### src/rtl/pong_pkg.sv
// Shared screen geometry, coordinate widths, FSM state codes and score helper for the pong controller.
package pong_pkg;

  localparam int SCR_W     = 640;
  localparam int SCR_H     = 480;
  localparam int CTR_X     = 316;
  localparam int CTR_Y     = 236;
  localparam int PAD_RST_Y = 208;

  localparam int X_W = 10;
  localparam int Y_W = 9;

  typedef logic [X_W-1:0] x_t;
  typedef logic [Y_W-1:0] y_t;

  localparam logic [2:0] ST_IDLE  = 3'd0;
  localparam logic [2:0] ST_SERVE = 3'd1;
  localparam logic [2:0] ST_PLAY  = 3'd2;
  localparam logic [2:0] ST_SCORE = 3'd3;
  localparam logic [2:0] ST_OVER  = 3'd4;

  // Saturating increment so a score can never pass the winning value.
  function automatic logic [3:0] sat_inc(input logic [3:0] s, input logic [3:0] lim);
    return (s >= lim) ? lim : s + 4'd1;
  endfunction

endpackage

### src/rtl/pong_paddle.sv
// One paddle: button-driven or ball-tracking vertical motion, saturating at the screen edges.
// Moves only on frame_tick while en is high.
module pong_paddle
  import pong_pkg::*;
#(
  parameter int PAD_H     = 64,
  parameter int PAD_SPEED = 4,
  parameter int BALL_SIZE = 8,
  parameter bit AI_EN     = 1'b0
) (
  input  logic clk,
  input  logic rst,
  input  logic frame_tick,
  input  logic en,
  input  logic up,
  input  logic dn,
  input  y_t   ball_y,
  output y_t   y
);

  localparam int Y_MAX = SCR_H - PAD_H;

  y_t          y_q, y_d;
  logic        mv_up, mv_dn;
  logic [10:0] pad_c, ball_c;

  always_comb begin
    pad_c  = {2'b0, y_q} + 11'(PAD_H / 2);
    ball_c = {2'b0, ball_y} + 11'(BALL_SIZE / 2);
    if (AI_EN) begin
      // Dead band of PAD_SPEED keeps the tracking paddle from dithering around the ball.
      mv_up = (pad_c >= ball_c + 11'(PAD_SPEED));
      mv_dn = (ball_c >= pad_c + 11'(PAD_SPEED));
    end else begin
      mv_up = up & ~dn;
      mv_dn = dn & ~up;
    end

    y_d = y_q;
    if (frame_tick && en) begin
      if (mv_up)
        y_d = (y_q < Y_W'(PAD_SPEED)) ? '0 : y_q - Y_W'(PAD_SPEED);
      else if (mv_dn)
        y_d = ({2'b0, y_q} + 11'(PAD_SPEED) > 11'(Y_MAX)) ? Y_W'(Y_MAX) : y_q + Y_W'(PAD_SPEED);
    end
  end

  always_ff @(posedge clk) begin
    if (rst) y_q <= Y_W'(PAD_RST_Y);
    else     y_q <= y_d;
  end

  assign y = y_q;

endmodule

### src/rtl/pong_game_ctrl.sv
// Pong game FSM and ball physics; all state advances once per frame (hcount==0, vcount==480).
// Define PONG_AI_EN to make the right paddle track the ball instead of following btn_r_*.
module pong_game_ctrl
  import pong_pkg::*;
#(
  parameter int BALL_SIZE    = 8,
  parameter int PAD_H        = 64,
  parameter int PAD_W        = 8,
  parameter int PAD_L_X      = 16,
  parameter int PAD_R_X      = 616,
  parameter int BALL_SPEED   = 2,
  parameter int PAD_SPEED    = 4,
  parameter int WIN_SCORE    = 9,
  parameter int SERVE_FRAMES = 60
) (
  input  logic        clk,
  input  logic        rst,
  input  logic [11:0] hcount,
  input  logic [10:0] vcount,
  input  logic        start,
  input  logic        btn_l_up,
  input  logic        btn_l_dn,
  input  logic        btn_r_up,
  input  logic        btn_r_dn,
  output x_t          ball_x,
  output y_t          ball_y,
  output y_t          pad_l_y,
  output y_t          pad_r_y,
  output logic [3:0]  score_l,
  output logic [3:0]  score_r,
  output logic [2:0]  state,
  output logic        game_over
);

`ifdef PONG_AI_EN
  localparam bit R_AI = 1'b1;
`else
  localparam bit R_AI = 1'b0;
`endif

  localparam logic signed [11:0] L_FACE = 12'(PAD_L_X + PAD_W);
  localparam logic signed [11:0] R_FACE = 12'(PAD_R_X - BALL_SIZE);
  localparam logic signed [11:0] X_MAX  = 12'(SCR_W - BALL_SIZE);
  localparam logic signed [11:0] Y_MAX  = 12'(SCR_H - BALL_SIZE);
  localparam logic [3:0]         WIN    = 4'(WIN_SCORE);

  logic        frame_tick;
  logic [2:0]  state_q, state_d;
  x_t          bx_q, bx_d;
  y_t          by_q, by_d;
  logic        dx_q, dx_d;       // 1 = moving right
  logic        dy_q, dy_d;       // 1 = moving down
  logic [3:0]  sl_q, sl_d, sr_q, sr_d;
  logic [15:0] cnt_q, cnt_d;
  logic        left_won_q, left_won_d;

  logic signed [11:0] nx, ny;
  logic [10:0]        by_ext;
  logic               ov_l, ov_r;

  assign frame_tick = (hcount == 12'd0) && (vcount == 11'd480);

  always_comb begin
    nx     = {2'b0, bx_q} + (dx_q ? 12'(BALL_SPEED) : -12'(BALL_SPEED));
    ny     = {3'b0, by_q} + (dy_q ? 12'(BALL_SPEED) : -12'(BALL_SPEED));
    by_ext = {2'b0, by_q};
    ov_l   = (by_ext + 11'(BALL_SIZE) > {2'b0, pad_l_y}) && (by_ext < {2'b0, pad_l_y} + 11'(PAD_H));
    ov_r   = (by_ext + 11'(BALL_SIZE) > {2'b0, pad_r_y}) && (by_ext < {2'b0, pad_r_y} + 11'(PAD_H));

    state_d    = state_q;
    bx_d       = bx_q;
    by_d       = by_q;
    dx_d       = dx_q;
    dy_d       = dy_q;
    sl_d       = sl_q;
    sr_d       = sr_q;
    cnt_d      = cnt_q;
    left_won_d = left_won_q;

    if (frame_tick) begin
      case (state_q)
        ST_IDLE: begin
          bx_d = X_W'(CTR_X);
          by_d = Y_W'(CTR_Y);
          if (start) begin
            state_d = ST_SERVE;
            cnt_d   = '0;
          end
        end
        ST_SERVE: begin
          if (cnt_q == 16'(SERVE_FRAMES - 1)) begin
            state_d = ST_PLAY;
            cnt_d   = '0;
          end else begin
            cnt_d = cnt_q + 16'd1;
          end
        end
        ST_PLAY: begin
          bx_d = nx[X_W-1:0];
          by_d = ny[Y_W-1:0];
          // Wall and paddle checks are independent so a corner hit flips both directions.
          if (ny <= 12'sd0) begin
            by_d = '0;
            dy_d = 1'b1;
          end else if (ny >= Y_MAX) begin
            by_d = Y_MAX[Y_W-1:0];
            dy_d = 1'b0;
          end
          if (!dx_q && nx <= L_FACE && ov_l) begin
            bx_d = L_FACE[X_W-1:0];
            dx_d = 1'b1;
          end else if (dx_q && nx >= R_FACE && ov_r) begin
            bx_d = R_FACE[X_W-1:0];
            dx_d = 1'b0;
          end else if (nx <= 12'sd0) begin
            bx_d       = '0;
            sr_d       = sat_inc(sr_q, WIN);
            left_won_d = 1'b0;
            state_d    = ST_SCORE;
          end else if (nx >= X_MAX) begin
            bx_d       = X_MAX[X_W-1:0];
            sl_d       = sat_inc(sl_q, WIN);
            left_won_d = 1'b1;
            state_d    = ST_SCORE;
          end
        end
        ST_SCORE: begin
          if (sl_q == WIN || sr_q == WIN) begin
            state_d = ST_OVER;
          end else begin
            state_d = ST_SERVE;
            bx_d    = X_W'(CTR_X);
            by_d    = Y_W'(CTR_Y);
            cnt_d   = '0;
            dx_d    = left_won_q;   // serve toward whoever just conceded
            dy_d    = ~dy_q;
          end
        end
        ST_OVER: begin
          if (start) begin
            sl_d    = '0;
            sr_d    = '0;
            state_d = ST_SERVE;
            bx_d    = X_W'(CTR_X);
            by_d    = Y_W'(CTR_Y);
            cnt_d   = '0;
          end
        end
        default: state_d = ST_IDLE;
      endcase
    end
  end

  always_ff @(posedge clk) begin
    if (rst) begin
      state_q    <= ST_IDLE;
      bx_q       <= X_W'(CTR_X);
      by_q       <= Y_W'(CTR_Y);
      dx_q       <= 1'b1;
      dy_q       <= 1'b1;
      sl_q       <= '0;
      sr_q       <= '0;
      cnt_q      <= '0;
      left_won_q <= 1'b0;
    end else begin
      state_q    <= state_d;
      bx_q       <= bx_d;
      by_q       <= by_d;
      dx_q       <= dx_d;
      dy_q       <= dy_d;
      sl_q       <= sl_d;
      sr_q       <= sr_d;
      cnt_q      <= cnt_d;
      left_won_q <= left_won_d;
    end
  end

  pong_paddle #(
    .PAD_H(PAD_H), .PAD_SPEED(PAD_SPEED), .BALL_SIZE(BALL_SIZE), .AI_EN(1'b0)
  ) u_pad_l (
    .clk(clk), .rst(rst), .frame_tick(frame_tick), .en(state_q != ST_OVER),
    .up(btn_l_up), .dn(btn_l_dn), .ball_y(by_q), .y(pad_l_y)
  );

  pong_paddle #(
    .PAD_H(PAD_H), .PAD_SPEED(PAD_SPEED), .BALL_SIZE(BALL_SIZE), .AI_EN(R_AI)
  ) u_pad_r (
    .clk(clk), .rst(rst), .frame_tick(frame_tick), .en(state_q != ST_OVER),
    .up(btn_r_up), .dn(btn_r_dn), .ball_y(by_q), .y(pad_r_y)
  );

  assign ball_x    = bx_q;
  assign ball_y    = by_q;
  assign score_l   = sl_q;
  assign score_r   = sr_q;
  assign state     = state_q;
  assign game_over = (state_q == ST_OVER);

endmodule

### config.mk
export PLATFORM = sky130hd
export DESIGN_NAME = pong_game_ctrl
export DESIGN_NICKNAME = d
export VERILOG_FILES = /design/src/rtl/pong_pkg.sv /design/src/rtl/pong_paddle.sv /design/src/rtl/pong_game_ctrl.sv
export SDC_FILE = /design/constraint.sdc
export NUM_CORES = 1
export LEC_CHECK = 0
export CAP_MARGIN = 20
export CORE_ASPECT_RATIO = 1.5
export CORE_MARGIN = 4
export CORE_UTILIZATION = 45
export CTS_BUF_LIST = sky130_fd_sc_hd__clkbuf_2
export DETAILED_ROUTE_END_ITERATION = 8
export MAX_ROUTING_LAYER = met4
export PLACE_DENSITY = 0.72
export SLEW_MARGIN = 5
export SYNTH_ARGS = -nofsm -noshare
export SYNTH_HDL_FRONTEND = slang
export SYNTH_SLANG_ARGS = --single-unit
### constraint.sdc
create_clock -name clk -period 10.2 [get_ports clk]
set_clock_uncertainty 0.2 [all_clocks]
set_input_delay 2.04 -clock clk [delete_from_list [all_inputs] [get_ports clk]]
set_output_delay 2.04 -clock clk [all_outputs]
set_load 0.05 [all_outputs]
## Word level (Yosys, flattened, before mapping)

Cells that the tools add are included.

| cells by class | value |
|---|---|
| add/sub/neg operators | 14 |
| $lt $le $gt $ge | 16 |
| eq/ne operators | 21 |
| multiplexer cells | 56 |
| bitwise operators | 11 |
| reduce and logical (&&, ||, !) cells | 30 |

Operator list:

| kind | count |
|---|---|
| 9-bit two-way mux | 12 |
| 10-bit two-way mux | 6 |
| 16-bit two-way mux | 3 |
| 16-bit case mux with 3 select lines | 1 |
| 4-bit two-way mux | 10 |
| 10-bit case mux with 4 select lines | 1 |
| 9-bit case mux with 4 select lines | 1 |
| 12-bit by 11-bit greater-or-equal comparator with 1-bit output, second input constant | 2 |
| 12-bit by 1-bit <= comparator with 1-bit output, second input constant | 2 |
| 12-bit two-way mux | 2 |
| 11-bit by 9-bit > comparator with 1-bit output, second input constant | 2 |
| 3-bit two-way mux | 7 |
| 9-bit by 3-bit adder with 10-bit output, second input constant | 2 |
| 9-bit by 7-bit adder with 10-bit output, second input constant | 2 |
| 9-bit by 10-bit < comparator with 1-bit output | 2 |
| 9-bit by 3-bit adder with 9-bit output, second input constant | 2 |
| 9-bit by 3-bit < comparator with 1-bit output, second input constant | 2 |
| 9-bit by 3-bit subtractor with 9-bit output, second input constant | 2 |
| 16-bit by 1-bit adder with 16-bit output, second input constant | 1 |
| 16-bit by 6-bit == test with 1-bit output, second input constant | 1 |
| 2-bit inequality test, second input constant | 8 |
| 4-bit case mux with 2 select lines | 2 |
| 4-bit AND reduction | 4 |
| 10-bit by 12-bit adder with 12-bit output | 1 |
| other kinds (33) | 70 |

| storage, ports and cells | value |
|---|---|
| flip-flop bits (word level) | 67 |
| bits of input ports | 30 |
| logic and storage cells | 159 |

## Longest topological paths before layout

| depth | value |
|---|---|
| depth after elaboration | 8 |
| mapped depth | 13 |
| gate-level depth less buffers | 12 |

## Hierarchy

Synthesis repeated with hierarchy kept, for this count alone.

| unflattened totals | value |
|---|---|
| cell total of the unflattened synthesis | 778 |
| area total of the unflattened synthesis | 5,903.2 um^2 |

Modules (own cells, without submodules):

| module | instances | cells an instance | area each (um^2) | seq. area each (um^2) |
|---|---|---|---|---|
| pong_game_ctrl | 1 | 580 | 4,451.8 | 940.9 |
| pong_paddle | 2 | 99 | 725.7 | 140.1 |

## Worst setup path after synthesis

Ideal clock, no wire load.

| timing path | value |
|---|---|
| path type | input port to flip-flop |
| from | in hcount[10] |
| to | reg cnt_q[15] |
| setup time | 0.070 ns |
| arrival time | 4.220 ns |
| data required time | 9.930 ns |
| slack | 5.710 ns |
| cell stages on the path | 9 |
| cell sequence | or4b_1 nor4_2 and4_1 buf_6 o21ai_4 or2_4 or3_4 or3_1 a21oi_1 |

| between the ends | value |
|---|---|
| word-level cells in the longest chain between the ends | 3 |

Ends and longest elaborated chain:

| item | RTL line | text |
|---|---|---|
| start, declared | pong_game_ctrl.sv:18 | `input logic [11:0] hcount,` |
| 12-bit logical NOT | pong_game_ctrl.sv:61 | `assign frame_tick = (hcount == 12'd0) && (vcount == 11'd480);` |
| 1-bit logical AND | pong_game_ctrl.sv:61 |  |
| 4-bit AND reduction (no line) | -- |  |
| end signal, assigned | pong_game_ctrl.sv:173 | `cnt_q <= cnt_d;` |
| end, declared | pong_game_ctrl.sv:54 | `logic [15:0] cnt_q, cnt_d;` |

Every way passes these cells.
A chain may end at the register's enable or synchronous reset.

## Worst setup path after layout

| timing path | value |
|---|---|
| from | reg state_q[0] (netlist: state[0]) |
| to | out game_over |

| between the ends | value |
|---|---|
| word-level cells in the longest chain between the ends | 1 |

Ends and longest elaborated chain:

| item | RTL line | text |
|---|---|---|
| start, declared | pong_game_ctrl.sv:48 | `logic [2:0] state_q, state_d;` |
| start signal, assigned | pong_game_ctrl.sv:166 | `state_q <= state_d;` |
| 3-bit == test | pong_game_ctrl.sv:197 | `assign game_over = (state_q == ST_OVER);` |
| end, declared | pong_game_ctrl.sv:32 | `output logic game_over` |

Every way passes these cells.

==> impl_metrics.tcl <==
set metrics [dict create \
    max_cap_violations 0 \
    antenna_found_initial 1 \
    cp.arrival_ns 2.68 \
    synth_area_leader_cell "dfxtp_1" \
    grt_max_degree 28 \
    rows 50 \
    h-tree-depth 3 \
    fin_ws_ns 5.28 \
    pwr_density_cell_nw_per_um2 63.0 \
    fillers 1226 \
    dpl_worst_slack_ns 5.02 \
    cts_made_buffers 9 \
    ioPinCount 79 \
    rsz0062_at_grt "false" \
    post_drt_wl_per_cell_um 16.8 \
    outcome "finished, final reports clean" \
    drc 0 \
    dp_cells 949 \
    hold_class "reg -> reg" \
    drt_iter0_markers 338 \
    min_period_over_period_pct 48.3 \
    vdd_drop_max_uv 47.0 \
    yosysSeqAreaShare_pct 21.2 \
    start_util_pct 46.0 \
    avgSynthCellArea_um2 7.73 \
    nNetsFinal 899 \
    cp_data_required_time_ns 7.96 \
    synthesis.area_um2 5760 \
    die_w_um 100 \
    grt_pass1_vias 5753 \
    yosysTopAreaCellShare_pct 21.2 \
    tightestPinTransition_ns 0.873 \
    synth.distinct_cells 86 \
    synth-seq-cells 61 \
    min_period_ns 4.92 \
    grt_first_pass_wirelength_um 27000 \
    portBuffers 72 \
    ctsRootBufferMaster "clkbuf_2" \
    postCtsSetupBuffers 0 \
    cts_tree "yes" \
    finalNonFillerCells 966 \
    synth_most_common_cell "nor2_1" \
    yosys-top-cells-count "nor2_1 (78), ha_1 (63), dfxtp_1 (61)" \
    ant_nets 0 \
    critPathKind "reg -> out" \
    max_slew_margin_pct 41.8 \
    gp_congestion 0.914 \
    grt.overflow.total 0 \
    drive_gt1_share_pct 4.94 \
    clock_latency_ns 0.52 \
    synth_cells 745 \
    synthArstFlopShare_pct 0 \
    drt-met1-wl_um 6370 \
    dieArea_um2 14700 \
    met3WireLength_um 714 \
    setup_tns_ns 0 \
    grt_usage_pct 22.8 \
    hold_viol_final 0 \
    vias 5893 \
    placed_area_um2 6550 \
    routed_wl_um 16200 \
    cts_hold_buf 0 \
    path_clk_slew_ns 0.18 \
    synth_area_leaders "dfxtp_1 (21%), ha_1 (14%), nor2_1 (5.1%)" \
    postCtsResizedCells 0 \
    maxClockFrequency_mhz 203 \
    cts.sinks 61 \
    dr.max_layer_used "met4" \
    critPathMaxFanout 15 \
    die_h_um 147 \
    power.leakage_nw 2.58 \
    startpoint_type "register" \
    dr.pass1.iters 7 \
    design_area_um2 6660 \
    avgViaCountPerCell 6.10 \
    core_um2 12500 \
    wl_met2_um 8530 \
    worstSetupEndpointType "output port" \
    slew_violations 0 \
    hpwl_um 12600 \
    ys.flop_type "dfxtp_1" \
    syn_to_final_growth_pct 15.6 \
    report.final.setup_viol 0 \
    clk_path_buf_depth 2 \
    ys_warn_count 0 \
    synth-edff-count 0 \
]
## final timing paths
check                    end  slack [ns]  cells after the start  startpoint
setup reg to reg  score_l[0]        5.84                     10        dx_q
hold / removal     cnt_q[15]        0.32                      2   cnt_q[15]
setup / recovery   game_over        5.28                      4    state[0]
hold reg to reg    cnt_q[15]        0.32                      2   cnt_q[15]
## sequential cells by signal, indices dropped and copies added, names as in the netlist
signal / cells
ball_x: 9
ball_y: 8
cnt_q: 16
dx_q: 1
dy_q: 1
left_won_q: 1
score_l: 4
score_r: 4
state: 3
u_pad_l.y: 7
u_pad_r.y: 7
## power by group
part / total (W) / internal, W / switching, W
Combinational: 0.0000300 / 0.0000129 / 0.0000171
Clock: 0.000151 / 0.0000548 / 0.0000960
Sequential: 0.000239 / 0.000239 / 0.0000000000251
## layout by cell type (no fill, tap or decap), drive strengths merged, types with 8 or more instances in the layout
master	netlist	layout
mux2i	8	8
nand4	14	14
o21ai	38	38
ha	63	63
nand2	55	55
inv	51	51
nand3	23	23
a211oi	21	21
o211ai	9	9
o22ai	8	8
o21a	9	9
xor2	13	13
clkbuf	19	10
nor2	78	78
nor3	20	20
dfxtp	61	61
clkdlybuf4s50	0	72
a31oi	10	10
a21oi	47	47
or2	8	8
or3	12	12
nor4	9	9
and3	8	8
xnor2	17	17
## layout make-up
class | instances | area [um2] | share of cell area, %
Inverter | 51 | 191 | 2.88
Clock buffer | 10 | 50.0 | 0.752
Sequential cell | 61 | 1220 | 18.3
Timing Repair Buffer | 74 | 736 | 11.1
Tap cell | 156 | 195 | 2.93
Clock inverter | 6 | 53.8 | 0.808
Multi-Input combinational cell | 607 | 4210 | 63.2
Antenna cell | 1 | 2.50 | 0.0376
## worst max-delay path, stage by stage (launching register included)
cell	delay (ns)
dfxtp_1	0.50
nor2_1	0.22
nand2_1	0.24
inv_1	0.34
clkdlybuf4s50_1	0.87
## layer usage
layer | vias to the layer above | GRT usage, %
met1 | 2743 | 24.0
met3 | 50 | 3.68
met5 | - | -
met4 | 0 | 9.84
li1 | 2908 | -
met2 | 192 | 41.1
## per-stage QoR
stage	hold slack (ns)	power (W)	utilization (%)
global placement	0.275	0.000273	52.3
detailed placement	0.298	0.000274	52.3
CTS	0.322	0.000424	53.2
finish	0.322	0.000419	53.2
floorplan	0.259	0.000260	-
global route	0.362	0.000439	53.2
## kinds of logic after synthesis
logic type	after synthesis	synth area share [%]
xor gates and xnor gates	30	4.56
DFF	61	21.2
buffers and inverters	82	6.06
muxes	8	1.39
AOI/OAI and AO/OA	230	28.7
other	1	0.0651
and+or+nand+nor	268	23.6
adders and majority gates	65	14.4
No activity file was read; power rests on OpenSTA's default activity.
